===== src/rtl/tpg_pkg.sv =====
// Shared definitions for the test pattern generator.
// Contents:
//   state_t  - FSM state encoding (IDLE, RUN, DONE)
//   tap_poly - maximal-length polynomial exponents per width (2..32)
//   tap_mask - feedback tap mask for a left-shifting LFSR of a given width
package tpg_pkg;

    typedef enum logic [1:0] {
        ST_IDLE = 2'd0,
        ST_RUN  = 2'd1,
        ST_DONE = 2'd2
    } state_t;

    localparam int MIN_BITS = 2;
    localparam int MAX_BITS = 32;

    // Inner exponents of a primitive polynomial x^n + ... + 1 for each width.
    // Bit e set means the term x^e is present (0 < e < n).
    function automatic logic [31:0] tap_poly(input int n);
        logic [31:0] p;
        case (n)
            2:       p = 32'h0000_0002;
            3:       p = 32'h0000_0004;
            4:       p = 32'h0000_0008;
            5:       p = 32'h0000_0008;
            6:       p = 32'h0000_0020;
            7:       p = 32'h0000_0040;
            8:       p = 32'h0000_0070;
            9:       p = 32'h0000_0020;
            10:      p = 32'h0000_0080;
            11:      p = 32'h0000_0200;
            12:      p = 32'h0000_0052;
            13:      p = 32'h0000_001A;
            14:      p = 32'h0000_002A;
            15:      p = 32'h0000_4000;
            16:      p = 32'h0000_A010;
            17:      p = 32'h0000_4000;
            18:      p = 32'h0000_0800;
            19:      p = 32'h0000_0046;
            20:      p = 32'h0002_0000;
            21:      p = 32'h0008_0000;
            22:      p = 32'h0020_0000;
            23:      p = 32'h0004_0000;
            24:      p = 32'h00C2_0000;
            25:      p = 32'h0040_0000;
            26:      p = 32'h0000_0046;
            27:      p = 32'h0000_0026;
            28:      p = 32'h0200_0000;
            29:      p = 32'h0800_0000;
            30:      p = 32'h0000_0052;
            31:      p = 32'h1000_0000;
            32:      p = 32'h0040_0006;
            default: p = 32'h0000_0000;
        endcase
        return p;
    endfunction

    // The pattern shifts left and the feedback enters at bit 0, so pat[n-1]
    // is the oldest sequence element.  That makes pat[n-1] the constant term
    // of the recurrence and an exponent e map to bit n-1-e.  For n=4 this
    // yields taps {3,0}: fb = pat[3]^pat[0].
    function automatic logic [31:0] tap_mask(input int n);
        logic [31:0] poly;
        logic [31:0] mask;
        mask = 32'h0;
        if (n >= MIN_BITS && n <= MAX_BITS) begin
            poly = tap_poly(n);
            mask[n-1] = 1'b1;
            for (int e = 1; e < n; e++) begin
                if (poly[e]) begin
                    mask[n-1-e] = 1'b1;
                end
            end
        end
        return mask;
    endfunction

endpackage


===== src/rtl/tpg_lfsr.sv =====
// Combinational next-pattern logic of the LFSR.
// Ports:
//   cur - current pattern
//   nxt - {cur[IN_BITS-2:0], fb}, fb = XOR of the tap bits for IN_BITS
module tpg_lfsr
    import tpg_pkg::*;
#(
    parameter int IN_BITS = 4
) (
    input  logic [IN_BITS-1:0] cur,
    output logic [IN_BITS-1:0] nxt
);

    localparam logic [31:0]        MASK_FULL = tap_mask(IN_BITS);
    localparam logic [IN_BITS-1:0] MASK      = MASK_FULL[IN_BITS-1:0];

    logic fb;

    assign fb  = ^(cur & MASK);
    assign nxt = {cur[IN_BITS-2:0], fb};

endmodule


===== src/rtl/tpg.sv =====
// Test pattern generator: runs one LFSR session of n_pat patterns per start.
// Ports:
//   clk       - clock, rising edge
//   rst       - asynchronous active-low reset
//   start     - session request, sampled only in IDLE
//   seed      - LFSR seed, captured with start (all-zero replaced by 1)
//   n_pat     - pattern count, captured with start
//   pat       - registered pattern to the CUT
//   pat_valid - pat belongs to the current session
//   busy      - high in RUN and DONE
//   done      - one-cycle pulse at session end
//   state     - current FSM state (debug observation)
//
// Start protocol: start is a level request honoured on any rising edge where
// the FSM is in IDLE; busy is high from the following cycle until the session
// ends, and start is ignored while busy. A start held high re-launches a
// session on the first edge after IDLE is re-entered.
module tpg
    import tpg_pkg::*;
#(
    parameter int IN_BITS  = 4,
    parameter int CNT_BITS = 8
) (
    input  logic                clk,
    input  logic                rst,
    input  logic                start,
    input  logic [IN_BITS-1:0]  seed,
    input  logic [CNT_BITS-1:0] n_pat,
    output logic [IN_BITS-1:0]  pat,
    output logic                pat_valid,
    output logic                busy,
    output logic                done,
    output logic [1:0]          state
);

    state_t                state_q;
    logic [CNT_BITS-1:0]   cnt;
    logic [IN_BITS-1:0]    pat_next;
    logic [IN_BITS-1:0]    eff_seed;

    // An all-zero state would lock the LFSR, so it is replaced by 1.
    assign eff_seed = (seed == '0) ? {{(IN_BITS-1){1'b0}}, 1'b1} : seed;

    tpg_lfsr #(
        .IN_BITS (IN_BITS)
    ) u_lfsr (
        .cur (pat),
        .nxt (pat_next)
    );

    always_ff @(posedge clk or negedge rst) begin
        if (!rst) begin
            state_q   <= ST_IDLE;
            pat       <= '0;
            cnt       <= '0;
            pat_valid <= 1'b0;
            busy      <= 1'b0;
            done      <= 1'b0;
        end else begin
            case (state_q)
                ST_IDLE: begin
                    done <= 1'b0;
                    if (start) begin
                        pat  <= eff_seed;
                        cnt  <= n_pat;
                        busy <= 1'b1;
                        if (n_pat == '0) begin
                            // Empty session: straight to the done pulse.
                            state_q   <= ST_DONE;
                            pat_valid <= 1'b0;
                            done      <= 1'b1;
                        end else begin
                            state_q   <= ST_RUN;
                            pat_valid <= 1'b1;
                        end
                    end
                end
                ST_RUN: begin
                    pat <= pat_next;
                    cnt <= cnt - 1'b1;
                    // The pattern on pat now is the last one of the session.
                    if (cnt == CNT_BITS'(1)) begin
                        state_q   <= ST_DONE;
                        pat_valid <= 1'b0;
                        done      <= 1'b1;
                    end
                end
                ST_DONE: begin
                    state_q <= ST_IDLE;
                    done    <= 1'b0;
                    busy    <= 1'b0;
                end
                default: begin
                    state_q   <= ST_IDLE;
                    pat_valid <= 1'b0;
                    busy      <= 1'b0;
                    done      <= 1'b0;
                end
            endcase
        end
    end

    assign state = state_q;

endmodule


===== config.mk =====
export PLATFORM = sky130hd
export DESIGN_NAME = tpg
export DESIGN_NICKNAME = d
export VERILOG_FILES = /design/src/rtl/tpg_pkg.sv /design/src/rtl/tpg_lfsr.sv /design/src/rtl/tpg.sv
export SDC_FILE = /design/constraint.sdc
export NUM_CORES = 1
export LEC_CHECK = 0
export ABC_AREA = 1
export CORE_MARGIN = 4
export CORE_UTILIZATION = 55
export DETAILED_ROUTE_END_ITERATION = 16
export DONT_BUFFER_PORTS = 1
export GPL_ROUTABILITY_DRIVEN = 0
export PLACE_DENSITY_LB_ADDON = 0.2
export SLEW_MARGIN = 20
export SYNTH_ARGS = -nofsm -noshare
export SYNTH_HDL_FRONTEND = slang
export SYNTH_SLANG_ARGS = --single-unit

===== constraint.sdc =====
create_clock -name clk -period 1.15 [get_ports clk]
set_input_delay 0.23 -clock clk [delete_from_list [all_inputs] [get_ports clk]]
set_output_delay 0.23 -clock clk [all_outputs]
set_load 0.01 [all_outputs]

==> out/metrics.yaml, run 1 <==
outcome: "finished, violations left"
violations: "setup timing"
grt_max_degree: 18
area_delta_synth_final_pct: 37.7
wl_um: 2870
layout-drive-gt1-share: 0.383
die_h_um: 50.9
yosysMostFrequentCell: "nand2_1"
first_iter_violations: 18
skew_ns: 0.0103
synth-async-reset-ratio: 1.00
totalPowerFinal_mw: 4.48
grt_pass1_wl_um: 4240
seq_area_frac_synth: 0.420
first_pass_iters: 4
grt_usage: 0.221
syn_area_mm2: 0.00101
viasPerCell: 5.59
overflow: 0
worstSetupPathType: "reg2out"
die_width_um: 50.9
final_util: 0.799
cp.required_ns: 0.92
rows: 15
wl_per_cell_um: 15.4
switchingPower_mw: 2.12
drc: 0
ys_warn_count: 0
core_mm2: 0.00175
finalMaxSlewViolations: 0
place.detailed.hpwl_um: 1900
synth-simple-area-share: 0.274
cp-end-kind: "primary output"
io_pins: 24
fin_crit_sh: 1.07
netlist_instances: 139
finalSetupViolations: 15
synthAdderAreaFrac: 0.0247
cap_viol_max_count: 0
fmax_mhz: 810
pre_cts_slack_ns: -0.101
synth_top_family_by_area: "simple AND/OR/NAND/NOR gates"
htree_levels: 1
io_buffers: 0
combPwrFrac: 0.628
antenna_found_initial: 0
p_leak_nw: 0.664
synth_enable_flop_cells: 0
synth_mux_area_frac: 0
yosys.area.top_type: "dfrtp_1"
dieArea_mm2: 0.00259
power.internal_mw: 2.35
cts_made_buffers: 3
tns_ns: -0.522
swShare: 0.474
top_layer: "met4"
ant_nets: 0
cts.sinks: 17
synth-compound-area-share: 0.177
tightest_slew_ns: 0.766
cts_tree: "done"
wl_met3_um: 193
synth.distinct_cells: 22
start_util: 0.581
final_hold_viol_count: 0
startpoint_type: "register"
syn_avg_cell_area_um2: 7.29
max_slew_margin: 0.489
fin_cells: 187
wl_met2_um: 1500
num_vias: 1045
grt_pass1_vias: 1015
power_density_mw_per_mm2: 3210
cp.arrival_ns: 1.00
ys.flop_type: "dfrtp_1"
hold-worst-slack_ns: 0.0469
pwr-share-seq: 0.297
synth_fp_nets: 156
final_area_mm2: 0.00140
cp_max_fo: 3
hold_path.class: "in2async"
worstSkewPairLatency_ns: 0.31
ir_drop_mv: 1.89
drt-met1-wl_um: 1040
fin_ws_ns: -0.0843
clk_pin_slew_ns: 0.10
synthTopCellsByCount: "nand2_1, nor2_1, dfrtp_1, inv_1, o21ai_0"
ys_top_cells_by_area: "dfrtp_1, nand2_1, nor2_1, inv_1, o21ai_0"
synthXorXnorAreaFrac: 0.00864
synth_top_area_frac: 0.420
dp.cells: 174
rsz0062_at_grt: "yes"
placed_area_mm2: 0.00114
layout.nets: 180
pwr-share-clk: 0.075
diodes: 0
ys_seq_elements: 17
cts_root_buffer: "clkbuf_4"
clockBufferDepth: 2
min_period_ns: 1.23
-- path summary, 6_finish.rpt --
path	from	endpoint	slack, ns	cells after the start
max	state[0]	state[0]	-0.08	2
min	rst	cnt[7]	0.05	1
max reg2reg	cnt[1]	pat_valid	-0.08	7
min reg2reg	busy	busy	0.58	2
max in group asynchronous	rst	state[1]	0.58	1
min in group clk	start	busy	0.07	2
-- state kept, by name, indices dropped and copies added, names as in the netlist --
register and cells:
pat 4, state 2, busy 1, cnt 8, done 1, pat_valid 1
-- cell usage in the layout (no fill, tap or decap), types with 2 or more instances in the layout --
cell type,instances
nor2_1,15
inv_1,13
o21ai_1,5
inv_2,3
ha_4,2
nand3_1,9
inv_4,3
o211ai_1,2
nand2_4,2
a21oi_2,7
dfrtp_2,2
a21oi_1,5
o21ai_2,3
dfrtp_1,15
nand2_1,25
o21ai_0,5
nor2_4,3
clkbuf_4,3
nor2_2,2
buf_4,13
nand2_2,4
buf_6,8
-- final cells by class --
| class | count | area, um^2 |
|---|---|---|
| clock buffers | 4 | 26.3 |
| fillers | 111 | 350 |
| inverters | 19 | 78.8 |
| multi-input cells | 100 | 631 |
| flip-flops and latches | 17 | 428 |
| well taps | 25 | 31.3 |
| repair buffers | 22 | 200 |
-- power groups by stage --
stage | registers [mW] | logic [mW] | clock network [mW]
6_report | 1.33 | 2.81 | 0.336
5_1_grt | 1.37 | 3.09 | 0.367
4_1_cts | 1.31 | 2.30 | 0.337
3_5_place_dp | 1.30 | 1.92 | 0
3_3_place_gp | 1.29 | 1.84 | 0
2_1_floorplan | 1.25 | 1.34 | 0
-- worst max-delay path, stage by stage (launching register included) --
cell and delay, ns:
dfrtp_2 0.46, buf_6 0.13, buf_6 0.11
-- logic make-up after synthesis --
kind of cell / after synthesis
DFF: 17
AOI/OAI and AO/OA: 31
adders and majority gates: 2
xor gates and xnor gates: 1
and+or+nand+nor: 66
buffers and inverters: 22
-- per-layer routing --
metal  vias up  GRT usage
met4         0      0.135
met5         -          0
met1       491      0.239
met2        41      0.388
li1        497          -
met3        16     0.0496
-- timing repair --
action                                 CTS  global route
setup endpoints to repair               17            19
pin swaps                               10            11
endpoints found under the hold margin   17             0
buffers inserted                         5             3
resized for setup                       22            29
hold buffers                             1             0
(Power assumes the default switching activity.)
==> inputs of run 2 (changes only) <==
--- a/config.mk
+++ b/config.mk
@@ -6,8 +6,9 @@
 export NUM_CORES = 1
 export LEC_CHECK = 0
 export ABC_AREA = 1
+export CAP_MARGIN = 0
 export CORE_MARGIN = 4
-export CORE_UTILIZATION = 55
+export CORE_UTILIZATION = 25
 export DETAILED_ROUTE_END_ITERATION = 16
 export DONT_BUFFER_PORTS = 1
 export GPL_ROUTABILITY_DRIVEN = 0
==> run 2 against run 1 <==
The flow still finishes with violations (setup timing); clock skew down 0.0085 ns; non-clock buffer count grew 2; cell count rose by 13%; setup slack better by 0.031 ns; sequential cell count stayed put; via count is 4.0% lower; clock power is 32% higher; register-to-register slack better by 0.03 ns; largest cell class unchanged; power rose by 2.2%; combinational power is essentially flat.
==> out/metrics.yaml, run 2 (synthesized netlist as in run 1, its figures left out) <==
outcome: "finished, violations left"
min_period_ns: 1.20
dieArea_mm2: 0.00514
cp.required_ns: 1.32
cts_tree: "done"
pre_cts_slack_ns: -0.117
cp-end-kind: "register"
top_register: "cnt"
start_util: 0.267
wl_per_cell_um: 13.8
rsz0062_at_grt: "yes"
p_leak_nw: 0.682
met3_usage: 0.0379
final_util: 0.383
power_density_mw_per_mm2: 3150
wl_um: 2920
layout-drive-gt1-share: 0.409
die_h_um: 71.7
io_buffers: 0
final_common_cell: "nand2_1"
crit_path_top_delay_cell: "dfrtp_2"
grt_max_degree: 18
cts.sinks: 17
first_iter_violations: 35
finalMaxSlewViolations: 0
fin_ws_ns: -0.0529
cp.arrival_ns: 1.37
viasPerCell: 4.73
crit_buf_inv: 2
tightest_slew_ns: 0.839
final_hold_viol_count: 0
clockBufferDepth: 2
rows: 22
antenna_found_initial: 0
finalSetupViolations: 6
swShare: 0.459
grt.busiest_layer: "met2"
cp_max_fo: 9
area_delta_synth_final_pct: 43.5
max_slew_margin: 0.440
fmax_mhz: 831
cts_made_buffers: 3
pwr-share-seq: 0.285
violations: "setup timing"
io_pins: 24
combPwrFrac: 0.618
pwr-share-clk: 0.097
largest_reg_flops: 8
crit_chain: "inv_4 -> a21oi_4 -> buf_6 -> o21ai_0 -> o22ai_1"
core_mm2: 0.00380
drc: 0
ir_drop_mv: 1.32
ant_nets: 0
num_vias: 1003
htree_levels: 1
die_width_um: 71.7
grt_pass1_wl_um: 4990
use_met2: 0.206
worstSkewPairLatency_ns: 0.24
use_met1: 0.141
diodes: 0
startpoint_type: "register"
cap_viol_max_count: 0
totalPowerFinal_mw: 4.57
skew_ns: 0.00178
layout_common_cells: "nand2_1, buf_4, inv_1, dfrtp_1, nor2_1"
overflow: 0
worstSetupPathType: "reg2reg"
first_pass_iters: 4
grt_pass1_vias: 1139
crit_family: "compound AO/OA/AOI/OAI gates"
cts_root_buffer: "clkbuf_8"
grt_usage: 0.121
clk_pin_slew_ns: 0.07
switchingPower_mw: 2.10
power.internal_mw: 2.47
max_stage_delay_ns: 0.40
fin_crit_sh: 1.05
layout.nets: 182
hold_path.class: "in2reg"
place.detailed.hpwl_um: 2090
run 2: worst paths after layout:
check | from | cells after the start | end | slack, ns
max | state[0] | 5 | cnt[4] | -0.05
min | start | 2 | busy | 0.14
max reg2reg | state[0] | 5 | cnt[4] | -0.05
min reg2reg | busy | 2 | busy | 0.57
max in group asynchronous | rst | 1 | state[0] | 0.42
min in group asynchronous | rst | 1 | cnt[2] | 0.15
run 2: final cells by class:
class                   count  area (um^2)
inverters                  19         78.8
fillers                   396         2340
well taps                  48         60.1
flip-flops and latches     17          430
multi-input cells         100          636
repair buffers             24          204
clock buffers               4         45.0
run 2: power groups by stage:
stage | combinational [mW] | clock, mW | sequential, mW
after CTS | 2.42 | 0.461 | 1.29
after global placement | 2.02 | 0 | 1.26
after detailed placement | 2.06 | 0 | 1.26
after floorplan | 1.34 | 0 | 1.25
after global routing | 3.16 | 0.502 | 1.35
final | 2.83 | 0.445 | 1.30
run 2: metrics by stage:
stage          cell area (um^2)  hold WS, ns  cells  setup TNS, ns
2_1_floorplan              1030      -0.0656    139        -0.0133
3_3_place_gp               1190      -0.0649    200         -0.365
3_5_place_dp               1190      -0.0648    200         -0.577
4_1_cts                    1350        0.149    210         -0.168
5_1_grt                    1450        0.146    212          -1.27
6_report                   1450        0.143    212         -0.255
run 2: worst register-to-register path: stages (launching register included):
cell and delay (ns):
dfrtp_2 0.40, inv_4 0.06, a21oi_4 0.22, buf_6 0.18
o21ai_0 0.12, o22ai_1 0.15
run 2: metal layers:
metal | vias up | share of wire
met5 | - | 0
met4 | 0 | 0.018
met3 | 7 | 0.068
met2 | 21 | 0.48
met1 | 476 | 0.43
li1 | 499 | -
run 2: repair_timing:
action	4_1_cts	5_1_grt
pin swaps	6	10
setup endpoints to repair	11	33
setup buffers	5	2
endpoints found under the hold margin	17	0
resized for setup	22	31
cloned	0	0
hold buffers	1	0
==> inputs of run 3 (changes only) <==
--- a/config.mk
+++ b/config.mk
@@ -6,7 +6,6 @@
 export NUM_CORES = 1
 export LEC_CHECK = 0
 export ABC_AREA = 1
-export CAP_MARGIN = 0
 export CORE_MARGIN = 4
 export CORE_UTILIZATION = 25
 export DETAILED_ROUTE_END_ITERATION = 16
==> results of run 3 <==
Final layout, timing and power as in run 2 (identical DEF).
